**src/rtl/div_sequencer_if.sv**
```systemverilog
// div_sequencer_if: request/result bundle between EX-stage decode and the divider
interface div_sequencer_if #(parameter int XLEN = 32);
  logic            start;
  logic [1:0]      div_op;
  logic [XLEN-1:0] op1;
  logic [XLEN-1:0] op2;
  logic            flush;
  logic            busy;
  logic            stall;
  logic            done;
  logic [XLEN-1:0] result;
  modport master (output start, div_op, op1, op2, flush, input busy, stall, done, result);
  modport slave (input start, div_op, op1, op2, flush, output busy, stall, done, result);
endinterface

```
**src/rtl/div_sequencer.sv**
```systemverilog
// div_sequencer: iterative radix-2 restoring divider for RV32M DIV/DIVU/REM/REMU
module div_sequencer #(
  parameter int XLEN = 32
) (
  input logic            clk,
  input logic            rst,
  div_sequencer_if.slave bus
);
  localparam int CW = $clog2(XLEN);
  localparam logic [XLEN-1:0] MIN_NEG = {1'b1, {(XLEN-1){1'b0}}};
  typedef enum logic [1:0] {IDLE, CALC, FIX, DONE} state_t;
  state_t          r_state;
  logic [CW-1:0]   r_count;
  logic [XLEN-1:0] r_rem, r_dvd, r_dvs, r_result;
  logic [1:0]      r_op;
  logic            r_neg_q, r_neg_r;
  logic            w_signed, w_sgn1, w_sgn2, w_div0, w_ovf, w_ge;
  logic [XLEN:0]   w_rem_sh, w_diff;
  logic [XLEN-1:0] w_q, w_r, w_special;
  assign w_signed  = ~bus.div_op[0];
  assign w_sgn1    = w_signed & bus.op1[XLEN-1];
  assign w_sgn2    = w_signed & bus.op2[XLEN-1];
  assign w_div0    = bus.op2 == '0;
  assign w_ovf     = w_signed & (bus.op1 == MIN_NEG) & (&bus.op2);
  assign w_special = w_div0 ? (bus.div_op[1] ? bus.op1 : '1) : (bus.div_op[1] ? '0 : MIN_NEG);
  // the quotient bits shift into r_dvd as the dividend bits shift out
  assign w_rem_sh  = {r_rem, r_dvd[XLEN-1]};
  assign w_diff    = w_rem_sh - {1'b0, r_dvs};
  assign w_ge      = ~w_diff[XLEN];
  assign w_q       = r_neg_q ? -r_dvd : r_dvd;
  assign w_r       = r_neg_r ? -r_rem : r_rem;
  always_ff @(posedge clk) begin
    if (rst) begin
      r_state  <= IDLE;
      r_count  <= '0;
      r_rem    <= '0;
      r_dvd    <= '0;
      r_dvs    <= '0;
      r_result <= '0;
      r_op     <= '0;
      r_neg_q  <= 1'b0;
      r_neg_r  <= 1'b0;
    end else if (bus.flush) begin
      r_state <= IDLE;
    end else begin
      case (r_state)
        IDLE: if (bus.start) begin
          r_op    <= bus.div_op;
          r_neg_q <= w_sgn1 ^ w_sgn2;
          r_neg_r <= w_sgn1;
          r_dvd   <= w_sgn1 ? -bus.op1 : bus.op1;
          r_dvs   <= w_sgn2 ? -bus.op2 : bus.op2;
          r_rem   <= '0;
          r_count <= CW'(XLEN - 1);
          if (w_div0 | w_ovf) r_result <= w_special;
          r_state <= (w_div0 | w_ovf) ? DONE : CALC;
        end
        CALC: begin
          r_rem   <= w_ge ? w_diff[XLEN-1:0] : w_rem_sh[XLEN-1:0];
          r_dvd   <= {r_dvd[XLEN-2:0], w_ge};
          r_count <= (r_count == '0) ? r_count : r_count - 1'b1;
          r_state <= (r_count == '0) ? FIX : CALC;
        end
        FIX: begin
          r_result <= r_op[1] ? w_r : w_q;
          r_state  <= DONE;
        end
        DONE: r_state <= IDLE;
      endcase
    end
  end
  assign bus.busy   = (r_state == CALC) || (r_state == FIX);
  assign bus.done   = r_state == DONE;
  assign bus.stall  = bus.busy | (bus.start & (r_state == IDLE));
  assign bus.result = r_result;
endmodule

```
**src/flat_wrapper.sv**
```systemverilog
// flat-port wrapper written by rule: the top's interface ports become plain ports
module div_sequencer_flat 
#(
  parameter int XLEN = 32
)
  (clk, rst, bus_start, bus_div_op, bus_op1, bus_op2, bus_flush, bus_busy, bus_stall, bus_done, bus_result);
  div_sequencer_if #(.XLEN(XLEN)) bus_i ();
  input logic clk;
  input logic rst;
  input wire logic [$bits(bus_i.start)-1:0] bus_start;
  input wire logic [$bits(bus_i.div_op)-1:0] bus_div_op;
  input wire logic [$bits(bus_i.op1)-1:0] bus_op1;
  input wire logic [$bits(bus_i.op2)-1:0] bus_op2;
  input wire logic [$bits(bus_i.flush)-1:0] bus_flush;
  output wire logic [$bits(bus_i.busy)-1:0] bus_busy;
  output wire logic [$bits(bus_i.stall)-1:0] bus_stall;
  output wire logic [$bits(bus_i.done)-1:0] bus_done;
  output wire logic [$bits(bus_i.result)-1:0] bus_result;
  assign bus_i.start = bus_start;
  assign bus_i.div_op = bus_div_op;
  assign bus_i.op1 = bus_op1;
  assign bus_i.op2 = bus_op2;
  assign bus_i.flush = bus_flush;
  assign bus_busy = bus_i.busy;
  assign bus_stall = bus_i.stall;
  assign bus_done = bus_i.done;
  assign bus_result = bus_i.result;
  div_sequencer #(.XLEN(XLEN)) u_core (.clk(clk), .rst(rst), .bus(bus_i));
endmodule
```
**config.mk**
```make
export PLATFORM = sky130hd
export DESIGN_NAME = div_sequencer_flat
export DESIGN_NICKNAME = d
export VERILOG_FILES = /design/src/rtl/div_sequencer_if.sv /design/src/rtl/div_sequencer.sv /design/src/flat_wrapper.sv
export SDC_FILE = /design/constraint.sdc
export NUM_CORES = 1
export LEC_CHECK = 0
export CORE_AREA = 2 2 167 169
export DETAILED_ROUTE_END_ITERATION = 7
export DIE_AREA = 0 0 169 171
export GPL_TIMING_DRIVEN = 0
export PLACE_DENSITY = 0.64
export REMOVE_ABC_BUFFERS = 1
export SLEW_MARGIN = 15
export SYNTH_ARGS = -nofsm -noshare
export SYNTH_HDL_FRONTEND = slang
export SYNTH_SLANG_ARGS = --single-unit
```
**constraint.sdc**
```tcl
create_clock -name clk -period 5.59 [get_ports clk]
set_clock_uncertainty 0.15 [all_clocks]
set_input_delay 1.118 -clock clk [delete_from_list [all_inputs] [get_ports clk]]
set_output_delay 1.118 -clock clk [all_outputs]
set_load 0.01 [all_outputs]
```
Word level (Yosys, flattened, before mapping):

Cells that the tools add are included.

* flip-flop bits (word level): 139
* output and inout port bits: 35

* add/sub/neg operators: 6
* equality and inequality tests: 7
* mux-type cells: 23
* bitwise operators: 11
* reductions and logical operators: 12

Operators with widths (number)
* $mux W32: 13
* $pmux W32 S2: 3
* $neg A32 Y32: 4
* $sub A33 B32 Y33: 1
* $eq A32 B32 Y1 const B: 1
* $logic_not A32 Y1: 1
* $reduce_and A32 Y1: 1
* $mux W5: 2
* $pmux W5 S2: 1
* $pmux W2 S4: 1
* $reduce_and A4 Y1: 2
* $mux W2: 3
* $reduce_and A3 Y1: 2
* $and A1 B1 Y1: 5
* $logic_not A5 Y1: 1
* $sub A5 B1 Y5 const B: 1
* $eq A2 B2 Y1 const B: 2
* $ne A2 B2 Y1 const B: 2
* $reduce_bool A2 Y1: 2
* $not A1 Y1: 3
* $eq A2 B1 Y1 const B: 1
* $logic_not A2 Y1: 1
* $ne A2 B1 Y1 const B: 1
* $or A1 B1 Y1: 2
* other kinds (3): 3

Longest topological paths before layout:

Gate-level depths: netlist of the first run.

* depth after elaboration: 7
* depth in mapped cells: 13

Worst setup path before layout of the first run:

OpenSTA, ideal clock, no wires.

* path kind: input to register
* from: in bus_op2[0]
* to: reg u_core.r_result[18], in the netlist u_core.bus.result[18]
* library setup time: 0.079 ns
* arrival: 3.249 ns
* required time: 5.361 ns
* setup slack: 2.112 ns
* stages on the path: 12
* cells stage by stage: inv_1 > ha_1 > nor3b_1 > and3_1 > clkbuf_1 > nand4_1 > or3_1 > clkbuf_1 > nor2_1 > o21ai_0 > o221a_2 > a211oi_2

* longest elaborated chain between the ends: 5
* elaborated cells between the ends (all ways): 10
* classes of those cells: 1 x eq/ne; 4 x mux; 2 x bitwise; 3 x reduce/logical

Ends and longest elaborated chain
* start: declaration: RTL line flat_wrapper.sv:13 `input wire logic [$bits(bus_i.op2)-1:0] bus_op2;`
* $reduce_and A32 Y1 / $logic_not A32 Y1 (equally long branches): RTL line div_sequencer.sv:24, div_sequencer.sv:23
* $and A1 B1 Y1 / $mux W32 (equally long branches): RTL line div_sequencer.sv:24, div_sequencer.sv:25
* $or A1 B1 Y1 / $mux W32 (equally long branches): RTL line div_sequencer.sv:55 `if (w_div0 | w_ovf) r_result <= w_special;`
* $ne A2 B1 Y1 (no source line) / $mux W32 (equally long branches)
* $reduce_and A4 Y1 (no source line) / $pmux W32 S2 (equally long branches)
* end signal: assignment: RTL line div_sequencer.sv:55
* end signal: assignment: RTL line div_sequencer.sv:65 `r_result <= r_op[1] ? w_r : w_q;`
* end: declaration: RTL line div_sequencer.sv:14 `logic [XLEN-1:0] r_rem, r_dvd, r_dvs, r_result;`

Parallel ways exist; a longest one is shown, timed or not. The select of a mux whose other input is x is not followed.
A chain may end at the register's enable or synchronous reset.

Final worst setup path of the first run:

* from: in bus_op2[0]
* to: reg u_core.r_result[13], in the netlist u_core.bus.result[13]

The elaborated chain is that of the path after synthesis.

==> metrics.txt, run 1 <==
status completed; layout cell share with drive strength beyond 1 0.0542; area leader, netlist dfxtp_1; Final Max Tran Viols 0; final hold violation count 0; Fillers 2763; crit path max fanout 26; Worst Slack Setup Final 0.719 ns; first-pass GRT wire length 51400 um; cell count after synthesis 1440; CTS tree done; initial antenna violation count 0; synth unique cells 78; Setup violations, final 0; io pins 105; IO buf count 104; DIE AREA 28900 um^2; Req. time, crit path 5.74 ns; Avg WL per Cell 17.4 um; cells taking the most area after synthesis dfxtp_1, nand2_1, o21ai_0; worst slew pin tran 1.09 ns; clock-pin slew on the worst setup and hold paths 0.06 ns; Initial DRC Count 806; Arr. time, crit path 5.02 ns; cell row count 61; Syn-to-layout area delta 17.7%; Pwr per Cell Area 225 nW/um^2; Layout Cells excl Fill 1841; Worst Hold Class register to register; top post-synthesis cells by count nand2_1, dfxtp_1, nor2_1; ys flop type dfxtp_1; DR vias/cell 5.67; hold-fix buffers at CTS 0; # H-tree levels 4; RSZ-0062 raised after global routing no; number of diodes 0; number of global-route vias before repair 9635; GR Util All Layers 0.222; Yosys reg bits 138; postcts setup bufs 0; Leakage 4.42 nW; Post-synth EDFFs 0; routed wire length 32000 um; clock sink total 138; post-DP HPWL 23800 um; Peak supply drop 0.222 mV; placed instance count 1810; Setup Total Neg Slack 0 ns; RD Place Congestion 0.940; Die Height 171 um; CTS buffer count 17; register area share after synthesis 0.259; Max Cap Viol 0; Syn Area/Cell 7.40 um^2; Core Footprint 27300 um^2; slew margin rel. 0.274; Final ANT Viol Nets 0; largest net degree at the start of global routing 64; CP Class input pin to register; YS warnings 0; DRC Markers 0; crit path time final 4.87 ns; DRT Pass-1 Iters 6; Clock Path Buffers 2; Startpoint Class input pin; fin nets 1596; share of the synthesized area in the top cell type 0.259; Skew-Pair Late Insertion Delay 0.43 ns; Tcrit/Tclk final 0.871; initial core utilization 0.390; DR vias 10432; remaining global-route overflow 0; Synth async-reset ratio 0; clock root cell clkbuf_16; DP Worst Slack 0.459 ns; FMAX 205 MHz; most frequent cell after synthesis nand2_1; endpoint class of the critical path register; Total Power 2.82 mW; cell area after synthesis 10700 um^2; die width 169 um; cts repair resizes 0
==> where the power goes <==
| group | leakage [nW] | switching [mW] | internal (mW) |
|---|---|---|---|
| combinational | 3.02 | 0.352 | 0.245 |
| clock | 0.278 | 0.446 | 0.710 |
| sequential | 1.12 | 0.0460 | 1.02 |
==> worst paths after layout <==
path | start | to | slack (ns) | depth (start not counted)
hold reg to reg | u_core.bus.result[19] | u_core.bus.result[19] | 0.30 | 2
setup / recovery | bus_op2[0] | u_core.bus.result[13] | 0.72 | 13
setup reg to reg | u_core.r_dvd[31] | u_core.r_rem[25] | 1.83 | 11
hold / removal | u_core.bus.result[19] | u_core.bus.result[19] | 0.30 | 2
==> through the flow <==
step / util / hold WS [ns] / cell area, um^2
after floorplan: - / 0.276 / 10300
after global placement: 0.430 / 0.291 / 11800
after detailed placement: 0.437 / 0.301 / 11900
after CTS: 0.459 / 0.308 / 12500
after global routing: 0.459 / 0.325 / 12500
final: 0.459 / 0.302 / 12500
==> area by class of cell <==
type | instances | area [um^2] | area share
inverters | 64 | 240 | 0.0191
clock inverters | 11 | 148 | 0.0118
repair buffers | 111 | 1190 | 0.0947
well taps | 346 | 433 | 0.0345
clock buffers | 20 | 447 | 0.0356
multi-input cells | 1151 | 7330 | 0.584
flip-flops and latches | 138 | 2760 | 0.220
==> routing by layer <==
metal | up-vias | GRT usage | wire (um)
li1 | 5280 | - | -
met4 | 0 | 0.0624 | 500
met3 | 31 | 0.0273 | 1670
met2 | 291 | 0.368 | 14600
met1 | 4830 | 0.303 | 15200
met5 | - | 0 | 0
==> state kept, by name, summed over array words and instances, names as in the netlist <==
| register | cells |
|---|---|
| u_core.r_op | 1 |
| u_core.r_neg_r | 1 |
| u_core.r_rem | 32 |
| u_core.r_count | 5 |
| u_core.bus.result | 32 |
| u_core.r_dvs | 32 |
| u_core.r_state | 2 |
| u_core.r_neg_q | 1 |
| u_core.r_dvd | 32 |
==> cells by family after synthesis <==
family | after synthesis | synth area share
simple gates | 491 | 0.218
compound gates | 449 | 0.273
buf+inv | 151 | 0.0569
xor+xnor | 145 | 0.119
flops | 138 | 0.259
fa+ha+maj | 43 | 0.0512
mux | 23 | 0.0221
==> critical path: stages <==
cell	delay, ns
clkdlybuf4s50_1	0.50
inv_1	0.09
ha_1	0.16
nor3b_1	0.42
and3_1	0.39
nand2_1	0.16
nor4_1	0.85
a21oi_2	0.17
o21ai_4	0.42
buf_16	0.23
buf_16	0.18
o311a_1	0.26
nor3_2	0.06
==> placed cells by master (no fill, tap or decap), types with 5 or more instances in the layout <==
| cell | netlist | routed |
|---|---|---|
| or4_1 | 14 | 14 |
| a32oi_1 | 11 | 11 |
| nand2b_1 | 17 | 16 |
| o41ai_1 | 13 | 13 |
| nand3_1 | 16 | 16 |
| xnor2_1 | 72 | 72 |
| nor3_1 | 34 | 34 |
| dfxtp_1 | 138 | 138 |
| and3_1 | 10 | 10 |
| nor4_1 | 13 | 13 |
| and2_1 | 6 | 5 |
| inv_1 | 64 | 64 |
| xor2_1 | 73 | 73 |
| nor2b_1 | 10 | 10 |
| nor2_1 | 132 | 128 |
| nand4_1 | 14 | 14 |
| or3_1 | 18 | 18 |
| o21ai_0 | 130 | 130 |
| a311oi_1 | 8 | 8 |
| ha_1 | 42 | 40 |
| o211ai_1 | 9 | 9 |
| nand3b_1 | 5 | 5 |
| a21oi_1 | 117 | 117 |
| nand2_1 | 179 | 179 |
| o22ai_1 | 5 | 5 |
| mux2i_1 | 22 | 22 |
| clkdlybuf4s50_1 | 0 | 103 |
| clkbuf_16 | 0 | 17 |
| o2111ai_1 | 8 | 8 |
| a22oi_1 | 8 | 8 |
| o31ai_1 | 29 | 29 |
| a31oi_1 | 11 | 11 |
| or2_2 | 8 | 8 |
| a211oi_1 | 51 | 51 |
Note: power is estimated with default switching activity, not from simulation.
==> inputs of run 2 (changes only) <==
- CTS_BUF_LIST: default -> sky130_fd_sc_hd__clkbuf_2
==> metrics.txt, run 2 (synthesis results as in run 1) <==
status completed (unchanged); clock sink total 138 (unchanged); Skew-Pair Late Insertion Delay 0.73 ns (was 0.43 ns); Switch Pwr 0.787 mW (was 0.844 mW); largest stage delay on the critical path 0.84 ns (was 0.85 ns); DR vias/cell 5.69 (was 5.67); first-pass GRT wire length 50900 um (was 51400 um); Clock Path Buffers 2 (unchanged); RD Place Congestion 0.940 (unchanged); Clock Power Share 0.277 (was 0.410); Tcrit/Tclk final 0.806 (was 0.871); post-DP HPWL 23800 um (unchanged); Total Power 2.31 mW (was 2.82 mW); postcts setup bufs 0 (unchanged); Internal 1.52 mW (was 1.98 mW); WHS 0.318 ns (was 0.302 ns); Syn-to-layout area delta 14.5% (was 17.7%); slew margin rel. 0.287 (was 0.274); DR vias 10478 (was 10432); Req. time, crit path 6.07 ns (was 5.74 ns); Final Max Tran Viols 0 (unchanged); crit path time final 4.50 ns (was 4.87 ns); critical path cell sequence clkdlybuf4s50_1 -> inv_1 -> ha_1 -> nor3b_1 -> and3_1 -> nand2_1 -> nor4_1 -> a21oi_2 -> o21ai_4 -> buf_16 -> buf_16 -> o311a_1 -> nor3_2 (unchanged); Fillers 2807 (was 2763); grt met3 use 0.0264 (was 0.0273); Sw Ratio 0.341 (was 0.299); CP Class input pin to register (unchanged); FMAX 222 MHz (was 205 MHz); most frequent CP cell buf_16 (unchanged); initial core utilization 0.390 (unchanged); endpoint class of the critical path register (unchanged); met2 Track Usage GR 0.360 (was 0.368); DRT Pass-1 Iters 5 (was 6); Leakage 4.28 nW (was 4.42 nW); IO buf count 104 (unchanged); Final ANT Viol Nets 0 (unchanged); met1 GRT Util 0.300 (was 0.303); Pwr per Cell Area 189 nW/um^2 (was 225 nW/um^2); io pins 105 (unchanged); Worst Hold Class register to register (unchanged); GR Util All Layers 0.219 (was 0.222); routed wire length 31700 um (was 32000 um); combinational power share 0.258 (was 0.211); Die Height 171 um (unchanged); CP max-delay cell nor4_1 (unchanged); Most Crowded Layer GR met2 (unchanged); die width 169 um (unchanged); Avg WL per Cell 17.2 um (was 17.4 um); clock root cell clkbuf_2 (was clkbuf_16); Setup violations, final 0 (unchanged); cell row count 61 (unchanged); Max Cap Viol 0 (unchanged); remaining global-route overflow 0 (unchanged); Startpoint Class input pin (unchanged); layout cell share with drive strength beyond 1 0.0548 (was 0.0542); fin nets 1596 (unchanged); largest net degree at the start of global routing 64 (unchanged); CTS buffer count 17 (unchanged); CTS tree done (unchanged); Peak supply drop 0.111 mV (was 0.222 mV); # H-tree levels 4 (unchanged); cts repair resizes 0 (unchanged); commonest non-fill, non-tap cell in the layout nand2_1 (unchanged); final hold violation count 0 (unchanged); initial antenna violation count 1 (was 0); crit path max fanout 26 (unchanged); placed cell areas 11900 um^2 (unchanged); RSZ-0062 raised after global routing no (unchanged); number of global-route vias before repair 9618 (was 9635); commonest cells after routing, fill and taps aside nand2_1, dfxtp_1, o21ai_0 (unchanged); worst slew pin tran 1.07 ns (was 1.09 ns); DRC Markers 0 (unchanged); Initial DRC Count 674 (was 806); clock-pin slew on the worst setup and hold paths 0.21 ns (was 0.06 ns); Layout Utilization 0.447 (was 0.459); Core Footprint 27300 um^2 (unchanged); hold-fix buffers at CTS 0 (unchanged); DIE AREA 28900 um^2 (unchanged); Reg power frac 0.465 (was 0.379); post-route design area 12200 um^2 (was 12500 um^2); Arr. time, crit path 4.98 ns (was 5.02 ns)
-- run 2: cell count changes in the layout (fill, tap and decap cells not counted) --
cell,change
clkbuf_8,-1
clkbuf_16,-17
clkinv_1,+1
clkbuf_1,-2
diode_2,+1
clkbuf_2,+19
-- run 2: worst paths after layout --
| check | from | end | slack [ns] | cells after the start |
|---|---|---|---|---|
| worst min-delay path | u_core.bus.result[19] | u_core.bus.result[19] | 0.32 | 2 |
| worst max register to register | u_core.r_dvd[31] | u_core.r_rem[25] | 1.77 | 11 |
| worst min register to register | u_core.bus.result[19] | u_core.bus.result[19] | 0.32 | 2 |
| worst max-delay path | bus_op2[0] | u_core.bus.result[13] | 1.09 | 13 |
-- run 2: layout make-up --
class	instances	area, um^2	area share
Sequential cell	138	2760	0.226
Timing Repair Buffer	111	1190	0.0974
Antenna cell	1	2.50	0.000205
Clock buffer	19	95.1	0.00779
Tap cell	346	433	0.0355
Clock inverter	12	151	0.0124
Inverter	64	240	0.0197
Multi-Input combinational cell	1151	7330	0.601
-- run 2: stage by stage --
stage	setup TNS, ns	cells	setup slack, ns
after CTS	0	1841	1.28
after floorplan	0	1353	0.482
final	0	1842	1.09
after global placement	-131.23	1803	-2.61
after global routing	0	1842	1.03
after detailed placement	0	1810	0.459
-- run 2: critical path, delay by kind of cell --
kind	cells	cell delay [ns]
simple gates	5	1.85
fa+ha+maj	1	0.16
compound gates	3	0.84
buf+inv	4	0.99
-- run 2: routing by layer --
layer,up-vias,wire (um)
li1,5282,-
met1,4808,14900
met2,338,14300
met3,50,1840
met4,0,651
met5,-,0
-- run 2: power by group through the flow --
stage          logic (mW)  registers (mW)  clock network, mW
6_report            0.596            1.07              0.638
5_1_grt             0.661            1.08              0.689
4_1_cts             0.592            1.07              0.653
3_5_place_dp        0.589            1.09                  0
3_3_place_gp        0.580            1.09                  0
2_1_floorplan       0.383            1.08                  0
